<file path="src/rtl/memory_dp_if.sv">
`default_nettype none
// +--------------------------------------------------------------------------+
// | memory_dp_if : write/read/clear bundle of the dual-port RAM               |
// | Rev 1.0                                                                  |
// +--------------------------------------------------------------------------+
interface memory_dp_if #(
  parameter int N = 16,
  parameter int A = 8
);
  localparam int L = N / 8;

  logic         clr;
  logic         busy;
  logic         we;
  logic [A-1:0] waddr;
  logic [N-1:0] wdata;
  logic [L-1:0] wbe;
  logic         re;
  logic [A-1:0] raddr;
  logic [N-1:0] rdata;
  logic         rvalid;

  modport master (
    output clr, we, waddr, wdata, wbe, re, raddr,
    input  busy, rdata, rvalid
  );

  modport slave (
    input  clr, we, waddr, wdata, wbe, re, raddr,
    output busy, rdata, rvalid
  );
endinterface
`default_nettype wire

</file>
<file path="src/rtl/memory_dp.sv">
`default_nettype none
// +--------------------------------------------------------------------------+
// | memory_dp : 1W1R synchronous RAM, byte enables, RDW policy, clear sweep   |
// | Rev 1.0                                                                  |
// +--------------------------------------------------------------------------+
module memory_dp #(
  parameter int N   = 16,
  parameter int A   = 8,
  parameter int RDW = 0
) (
  input wire         clk,
  input wire         rst_n,
  memory_dp_if.slave bus
);
  localparam int L = N / 8;
  localparam int D = 2 ** A;

  typedef enum logic {
    CLEAR = 1'b0,
    READY = 1'b1
  } state_e;

  state_e       state_q, state_d;
  logic [A-1:0] ptr_q, ptr_d;
  logic [N-1:0] mem_q [D];
  logic [N-1:0] rdata_q;
  logic         rvalid_q;

  logic         ready_op;
  logic [N-1:0] old_word;
  logic [N-1:0] merged_word;
  logic [N-1:0] read_word;

  // clr pre-empts any access issued in the same cycle
  assign ready_op = (state_q == READY) && !bus.clr;
  assign old_word = mem_q[bus.waddr];

  for (genvar i = 0; i < L; i++) begin : g_lane
    assign merged_word[8*i +: 8] = bus.wbe[i] ? bus.wdata[8*i +: 8] : old_word[8*i +: 8];
  end

  assign read_word = ((RDW != 0) && bus.we && (bus.waddr == bus.raddr)) ? merged_word
                                                                         : mem_q[bus.raddr];

  always_comb begin
    state_d = state_q;
    ptr_d   = ptr_q;
    case (state_q)
      CLEAR: begin
        if (bus.clr) begin
          ptr_d = '0;
        end else if (&ptr_q) begin
          state_d = READY;
          ptr_d   = '0;
        end else begin
          ptr_d = ptr_q + A'(1);
        end
      end
      READY: begin
        if (bus.clr) begin
          state_d = CLEAR;
          ptr_d   = '0;
        end
      end
      default: begin
        state_d = CLEAR;
        ptr_d   = '0;
      end
    endcase
  end

  always_ff @(posedge clk or negedge rst_n) begin
    if (!rst_n) begin
      state_q <= CLEAR;
      ptr_q   <= '0;
    end else begin
      state_q <= state_d;
      ptr_q   <= ptr_d;
    end
  end

  // Array has no reset so it maps onto plain RAM; the sweep does the zeroing
  always_ff @(posedge clk) begin
    if (state_q == CLEAR) begin
      mem_q[ptr_q] <= '0;
    end else if (ready_op && bus.we) begin
      mem_q[bus.waddr] <= merged_word;
    end
  end

  always_ff @(posedge clk or negedge rst_n) begin
    if (!rst_n) begin
      rdata_q  <= '0;
      rvalid_q <= 1'b0;
    end else begin
      rvalid_q <= ready_op && bus.re;
      if (ready_op && bus.re) begin
        rdata_q <= read_word;
      end
    end
  end

  assign bus.busy   = (state_q == CLEAR);
  assign bus.rdata  = rdata_q;
  assign bus.rvalid = rvalid_q;
endmodule
`default_nettype wire

</file>
<file path="src/flat_wrapper.sv">
// flat-port wrapper written by rule: the top's interface ports become plain ports
module memory_dp_flat 
#(
  parameter int N   = 16,
  parameter int A   = 8,
  parameter int RDW = 0
)
  (clk, rst_n, bus_clr, bus_we, bus_waddr, bus_wdata, bus_wbe, bus_re, bus_raddr, bus_busy, bus_rdata, bus_rvalid);
  memory_dp_if #(.N(N), .A(A)) bus_i ();
  input wire clk;
  input wire rst_n;
  input wire logic [$bits(bus_i.clr)-1:0] bus_clr;
  input wire logic [$bits(bus_i.we)-1:0] bus_we;
  input wire logic [$bits(bus_i.waddr)-1:0] bus_waddr;
  input wire logic [$bits(bus_i.wdata)-1:0] bus_wdata;
  input wire logic [$bits(bus_i.wbe)-1:0] bus_wbe;
  input wire logic [$bits(bus_i.re)-1:0] bus_re;
  input wire logic [$bits(bus_i.raddr)-1:0] bus_raddr;
  output wire logic [$bits(bus_i.busy)-1:0] bus_busy;
  output wire logic [$bits(bus_i.rdata)-1:0] bus_rdata;
  output wire logic [$bits(bus_i.rvalid)-1:0] bus_rvalid;
  assign bus_i.clr = bus_clr;
  assign bus_i.we = bus_we;
  assign bus_i.waddr = bus_waddr;
  assign bus_i.wdata = bus_wdata;
  assign bus_i.wbe = bus_wbe;
  assign bus_i.re = bus_re;
  assign bus_i.raddr = bus_raddr;
  assign bus_busy = bus_i.busy;
  assign bus_rdata = bus_i.rdata;
  assign bus_rvalid = bus_i.rvalid;
  memory_dp #(.N(N), .A(A), .RDW(RDW)) u_core (.clk(clk), .rst_n(rst_n), .bus(bus_i));
endmodule
</file>
<file path="config.mk">
export PLATFORM = sky130hd
export DESIGN_NAME = memory_dp_flat
export DESIGN_NICKNAME = d
export VERILOG_FILES = /design/src/rtl/memory_dp_if.sv /design/src/rtl/memory_dp.sv /design/src/flat_wrapper.sv
export SDC_FILE = /design/constraint.sdc
export NUM_CORES = 2
export LEC_CHECK = 0
export CORE_MARGIN = 1.5
export CORE_UTILIZATION = 40
export CTS_BUF_LIST = sky130_fd_sc_hd__clkbuf_4 sky130_fd_sc_hd__clkbuf_8 sky130_fd_sc_hd__clkbuf_16
export DETAILED_ROUTE_END_ITERATION = 7
export REMOVE_ABC_BUFFERS = 1
export SETUP_SLACK_MARGIN = 0.4
export SYNTH_ARGS = -nofsm -noshare
export SYNTH_HDL_FRONTEND = slang
export SYNTH_SLANG_ARGS = --single-unit
</file>
<file path="constraint.sdc">
create_clock -name clk -period 6.8 [get_ports clk]
set_input_delay 1.36 -clock clk [delete_from_list [all_inputs] [get_ports clk]]
set_output_delay 1.36 -clock clk [all_outputs]
set_load 0.03 [all_outputs]
</file>
# [Word-level counts from Yosys, hierarchy flattened]
# Memories as Yosys holds them, arrays and structs flattened. A register that Yosys moved wholly into a read port is not among the register bits.
# Index checks and enable logic that the tools add are counted.
# W data, S select, Z words.
[classes] reduce_logical=9 n_lt_le_gt_ge=0 div=0 mul=0 mux=17 eq_ne=3 shift=0 bitwise_logic=1 add_sub_neg=1
[ops] op="$mux W8" count=6
[ops] op="$mux W16" count=1
[ops] op="$pmux W8 S2" count=1
[ops] op="$reduce_or A16 Y1" count=1
[ops] op="$add A8 B1 Y8 const B" count=1
[ops] op="$reduce_and A8 Y1" count=1
[ops] op="$mux W1" count=7
[ops] op="$reduce_and A2 Y1" count=2
[ops] op="$logic_and A1 B1 Y1" count=3
[ops] op="$logic_not A1 Y1" count=2
[ops] op="$mux W2" count=1
[ops] op="$ne A1 B1 Y1 const B" count=2
[ops] op="$ne A2 B2 Y1 const B" count=1
[ops] op="$pmux W1 S2" count=1
[ops] op="$not A1 Y1" count=1
[word_totals] input_bits=39 wordCells=35 out_inout_bits=18 mem_count=1 latch_bits=0 romBits=0 ff_bits=10 ramBits=4096
[mem_list] name="u_core.mem_q" words=256 width=16 read_ports=1 rd_clocked_by_memory_dff=1 wr=1 line="memory_dp.sv:25" source="logic [N-1:0] mem_q [D];"

# [Logic depth before layout (Yosys ltp)]
[depth] word_depth=9 depth_mapped=14 ltp_nobuf=8

# [Worst setup path after synthesis]
# No wires, ideal clock.
[synth_path] path_kind="input to register" startpoint="input port bus_clr" endpoint="memory u_core.mem_q[0][10], data pin" slack_ns=0.262 required_time_ns=5.930 path_buffers=4 cell_stages=6 setup_time_ns=0.870 arrival_ns=5.668 cell_sequence="clkbuf_1 -> nor3_1 -> buf_2 -> buf_2 -> clkbuf_1 -> and2_1"
[synth_between] elab_chain_cells=9 word_cells_on_any_way=10 cone_classes="mux: 4; reduce/logical: 6"
[synth_lines] item="from (decl)" line="flat_wrapper.sv:12" source="input wire logic [$bits(bus_i.clr)-1:0] bus_clr;"
[synth_lines] item="$logic_not A1 Y1 (*)" line="memory_dp.sv:35" source="assign ready_op = (state_q == READY) && !bus.clr;"
[synth_lines] item="$logic_and A1 B1 Y1 (*)" line="memory_dp.sv:35"
[synth_lines] item="$logic_and A1 B1 Y1 (*)" line="memory_dp.sv:86" source="end else if (ready_op && bus.we) begin"
[synth_lines] item="$mux W1 (*)" line="memory_dp.sv:86"
[synth_lines] item="$mux W1 (*)" line="memory_dp.sv:84" source="if (state_q == CLEAR) begin"
[synth_lines] item="$mux W1 (implied by the code) (*)" line="memory_dp.sv:87" source="mem_q[bus.waddr] <= merged_word;"
[synth_lines] item="$reduce_and A2 Y1 (no line)"
[synth_lines] item="$reduce_or A16 Y1 (no line) (*)"
[synth_lines] item="$mux W16 (no line) (*)"
[synth_lines] item="to (decl)" line="memory_dp.sv:25"
# Mark *: on every way between the ends. The rest lies on a longest branch, timed or not.

# [Worst setup path in the final report]
[layout_path] startpoint="input port bus_clr" endpoint="memory u_core.mem_q[201][9] (enable)"
[layout_between] elab_chain_cells=9 word_cells_on_any_way=11 cone_classes="mux: 5; reduce/logical: 6"
[layout_lines] item="$logic_not A1 Y1 (*)" line="memory_dp.sv:35"
[layout_lines] item="$logic_and A1 B1 Y1 (*)" line="memory_dp.sv:35"
[layout_lines] item="$logic_and A1 B1 Y1 (*)" line="memory_dp.sv:86"
[layout_lines] item="$mux W1 (*)" line="memory_dp.sv:86"
[layout_lines] item="$mux W1 (*)" line="memory_dp.sv:84"
[layout_lines] item="$mux W1 (implied by the code) (*)" line="memory_dp.sv:87"
[layout_lines] item="$reduce_and A2 Y1 (no line)"
[layout_lines] item="$reduce_or A16 Y1 (no line)"
[layout_lines] item="$mux W8 (no line) / $mux W2 (equally long branches)"
# Marks and branches as above.

==> metrics.md <==
| Metric | Value |
|---|---|
| H-tree lvl count | `5` |
| Multi-input gate area | `34,150 sq um` |
| Leak | `58.61 nW` |
| R2r setup slk | `2.05 ns` |
| Max Cap Viol | `0` |
| Grt ovf | `0` |
| Outcome | `finished, final reports clean` |
| RSZ-0062 raised after global routing | `no` |
| Die area | `406,700 sq um` |
| Netlist cell types | `76` |
| Post-synth EDFFs | `4,096` |
| Chip Width | `637.7 microns` |
| # DRC | `0` |
| Placed inst area | `167,500 sq um` |
| Syn avg cell area | `20.26 sq um` |
| Slew Viols, Final | `0` |
| Largest fanout on the critical path | `32` |
| Worst Setup Slack post-DPL | `0.5994 ns` |
| CP endpoint kind | `register` |
| Setup crit start kind | `input port` |
| Data required, critical path | `7.39 ns` |
| HPWL Detailed | `272.9 mm` |
| Longest Clk Path Bufs | `4` |
| Min-Delay Path Class | `input port to async pin` |
| Final setup margin | `1.590 ns` |
| Final instance area | `181,100 sq um` |
| Largest net degree at the start of global routing | `164` |
| Clock skew | `0.04097 ns` |
| Slew HR | `8.475%` |
| DRT Pass-1 Iters | `5` |
| Share of post-route cells with drive strength above 1 | `19.70%` |
| Cts repair resizes | `0` |
| Initial antenna violation count | `25` |
| Number of synthesized register bits | `4,122` |
| Area delta synth->final | `12.36%` |
| Number of placed I/O pins | `57` |
| Main synth FF type | `edfxtp_1` |
| Tot Pwr | `52.46 mW` |
| Postcts setup bufs | `0` |
| Buffers on Ports | `56` |
| Worst-Margin Slew | `1.338 ns` |
| Worst-path clk slew | `0.06 ns` |
| FILL cells | `33,130` |
| DP Cell Count | `13,040` |
| Power per standard cell area | `289.7 nW/um^2` |
| Routed WL per cell | `32.21 microns` |
| Peak supply drop | `0.2389 mV` |
| Most frequent cells in the layout | `edfxtp_1, mux4_2, nor2_1` |
| DRT iter0 DRCs | `10,420` |
| Cell Rows | `232` |
| Worst-Skew Late Latency | `0.98 ns` |
| Global-route wire length before repair | `625.0 mm` |
| Num CTS Buffers | `406` |
| Final GP Congestion | `0.8681` |
| Cts hold-fix bufs | `0` |
| Root Driver | `clkbuf_16` |
| Register area share after synthesis | `76.73%` |
| Total global-route track usage | `21.38%` |
| Kind of critical path | `input port to register` |
| Nets@finish | `8,224` |
| Cell Count, Final, Fillers Out | `13,800` |
| CTS tree | `yes` |
| Post-DRT Antenna Nets | `0` |
| Ys async rst share | `0.6308%` |
| Clk sinks | `4,122` |
| Final worst-path cycle share | `76.62%` |
| Vias in the first global route | `81,680` |
| Final Critical Period | `5.210 ns` |
| Syn Std Cell Area | `161,200 sq um` |
| Cells after Synth | `7,955` |
| Initial core utilization | `40.26%` |
| Post-Route WL | `444.3 mm` |
| Peak Freq | `191.9 MHz` |
| Via-to-Cell Ratio | `5.973` |
| DIE HEIGHT | `637.7 microns` |
| CORE AREA | `400,300 sq um` |
| Critical path arrival | `5.80 ns` |
| Hold Vio Cnt, Final | `0` |
| Synth warn | `0` |
| Commonest non-fill, non-tap cell in the layout | `edfxtp_1` |
| Reg area | `123,600 sq um` |
| Setup Viol. Count Final | `0` |
| Via count of the routed design | `82,400` |
-- final cells by class --
| cell class | count | area share [%] |
|---|---|---|
| well taps | 5265 | 3.638 |
| clock buffers | 492 | 6.013 |
| repair buffers | 305 | 1.713 |
| diodes | 9 | 0.01244 |
| flip-flops and latches | 4122 | 68.29 |
| clock inverters | 254 | 1.457 |
| inverters | 7 | 0.02004 |
| multi-input cells | 3342 | 18.86 |
-- layer usage --
layer,vias to the layer above,routed length [microns],global-route usage [%]
met1,43810,180800,30.15
met5,-,55,0
li1,33490,-,-
met2,4363,209900,34.02
met3,726,38800,3.681
met4,8,14800,6.756
-- critical path: stages --
cell	delay (ns)
clkdlybuf4s50_1	0.70
nor3_2	0.49
buf_4	0.38
nand3_1	0.13
o21ai_1	0.69
nand2_1	1.06
nor2_1	0.94
-- sequential cells by signal, summed over array words and instances (netlist names) --
signal,count
u_core.bus.rdata,16
u_core.bus.rvalid,1
u_core.mem_q,4096
u_core.state_q,1
u_core.ptr_q,8
-- logic make-up (layout without fill, tap and decap cells) --
group | after synthesis | in the layout | share of synthesized area, %
AND/OR/NAND/NOR | 1145 | 1145 | 3.019
buffers and inverters | 491 | 1058 | 2.182
other | 0 | 9 | 0
multiplexers | 1330 | 1330 | 14.28
adder cells (fa/ha/maj) | 1 | 1 | 0.007763
XOR/XNOR | 4 | 4 | 0.02174
AO/OA/AOI/OAI | 862 | 862 | 3.765
flip-flops | 4122 | 4122 | 76.73
-- worst paths after layout --
check                                startpoint              endpoint  cells past startpoint
min in group clk                u_core.ptr_q[3]       u_core.ptr_q[3]                      1
worst max register to register   u_core.state_q  u_core.mem_q[201][9]                      7
worst min register to register  u_core.ptr_q[3]       u_core.ptr_q[3]                      1
max in group asynchronous                 rst_n   u_core.bus.rdata[3]                      2
worst min-delay path                      rst_n  u_core.bus.rdata[11]                      2
worst max-delay path                    bus_clr  u_core.mem_q[201][9]                      7
-- cells in the mapped netlist (7+ instances only) --
master        n  share of area (%)
clkbuf_1    190               0.44
o22ai_1     186               0.72
and3_1       10              0.039
buf_6        57               0.40
o221ai_1    122               0.66
nand2_1     291               0.68
a211oi_1     66               0.31
buf_12       41               0.51
buf_1        38              0.089
mux4_1       62                1.0
nand2b_1     12              0.047
o221ai_2      7              0.065
a21oi_1     129               0.40
mux4_2      694                9.7
o211ai_1      7              0.033
nor2_1      601                1.4
a221oi_1     29               0.16
a31oi_1      16              0.062
buf_4        36               0.17
o21ai_0      88               0.27
buf_2        91               0.28
edfxtp_1   4096                 76
dfrtp_1      26               0.40
and2_1       20              0.078
nand3_1      93               0.29
a211o_1      10              0.054
buf_8        27               0.25
o21ai_1      13              0.040
nor4_1       15              0.058
nor3_1       42               0.13
nand4_1      13              0.050
a22oi_1      99               0.46
mux2i_1     570                3.5
a2111oi_0    42               0.23
nand3b_1     12              0.056
-- power breakdown --
| group | switching (mW) | internal (mW) | total (mW) |
|---|---|---|---|
| clock network | 9.71 | 13.1 | 22.8 |
| registers | 0.0432 | 27.5 | 27.6 |
| logic | 1.31 | 0.760 | 2.07 |
| total | 11.1 | 41.4 | 52.5 |
-- per-stage QoR --
| stage | util (%) | hold WS (ns) | TNS (ns) |
|---|---|---|---|
| detailed placement | 41.85 | 0.5984 | 0 |
| global placement | 41.85 | 0.5783 | 0 |
| floorplan | - | 0.5349 | -4298.89 |
| global route | 45.23 | 0.5324 | 0 |
| finish | 45.24 | 0.5251 | 0 |
| CTS | 45.23 | 0.4897 | 0 |
No activity file was read; power rests on OpenSTA's default activity.
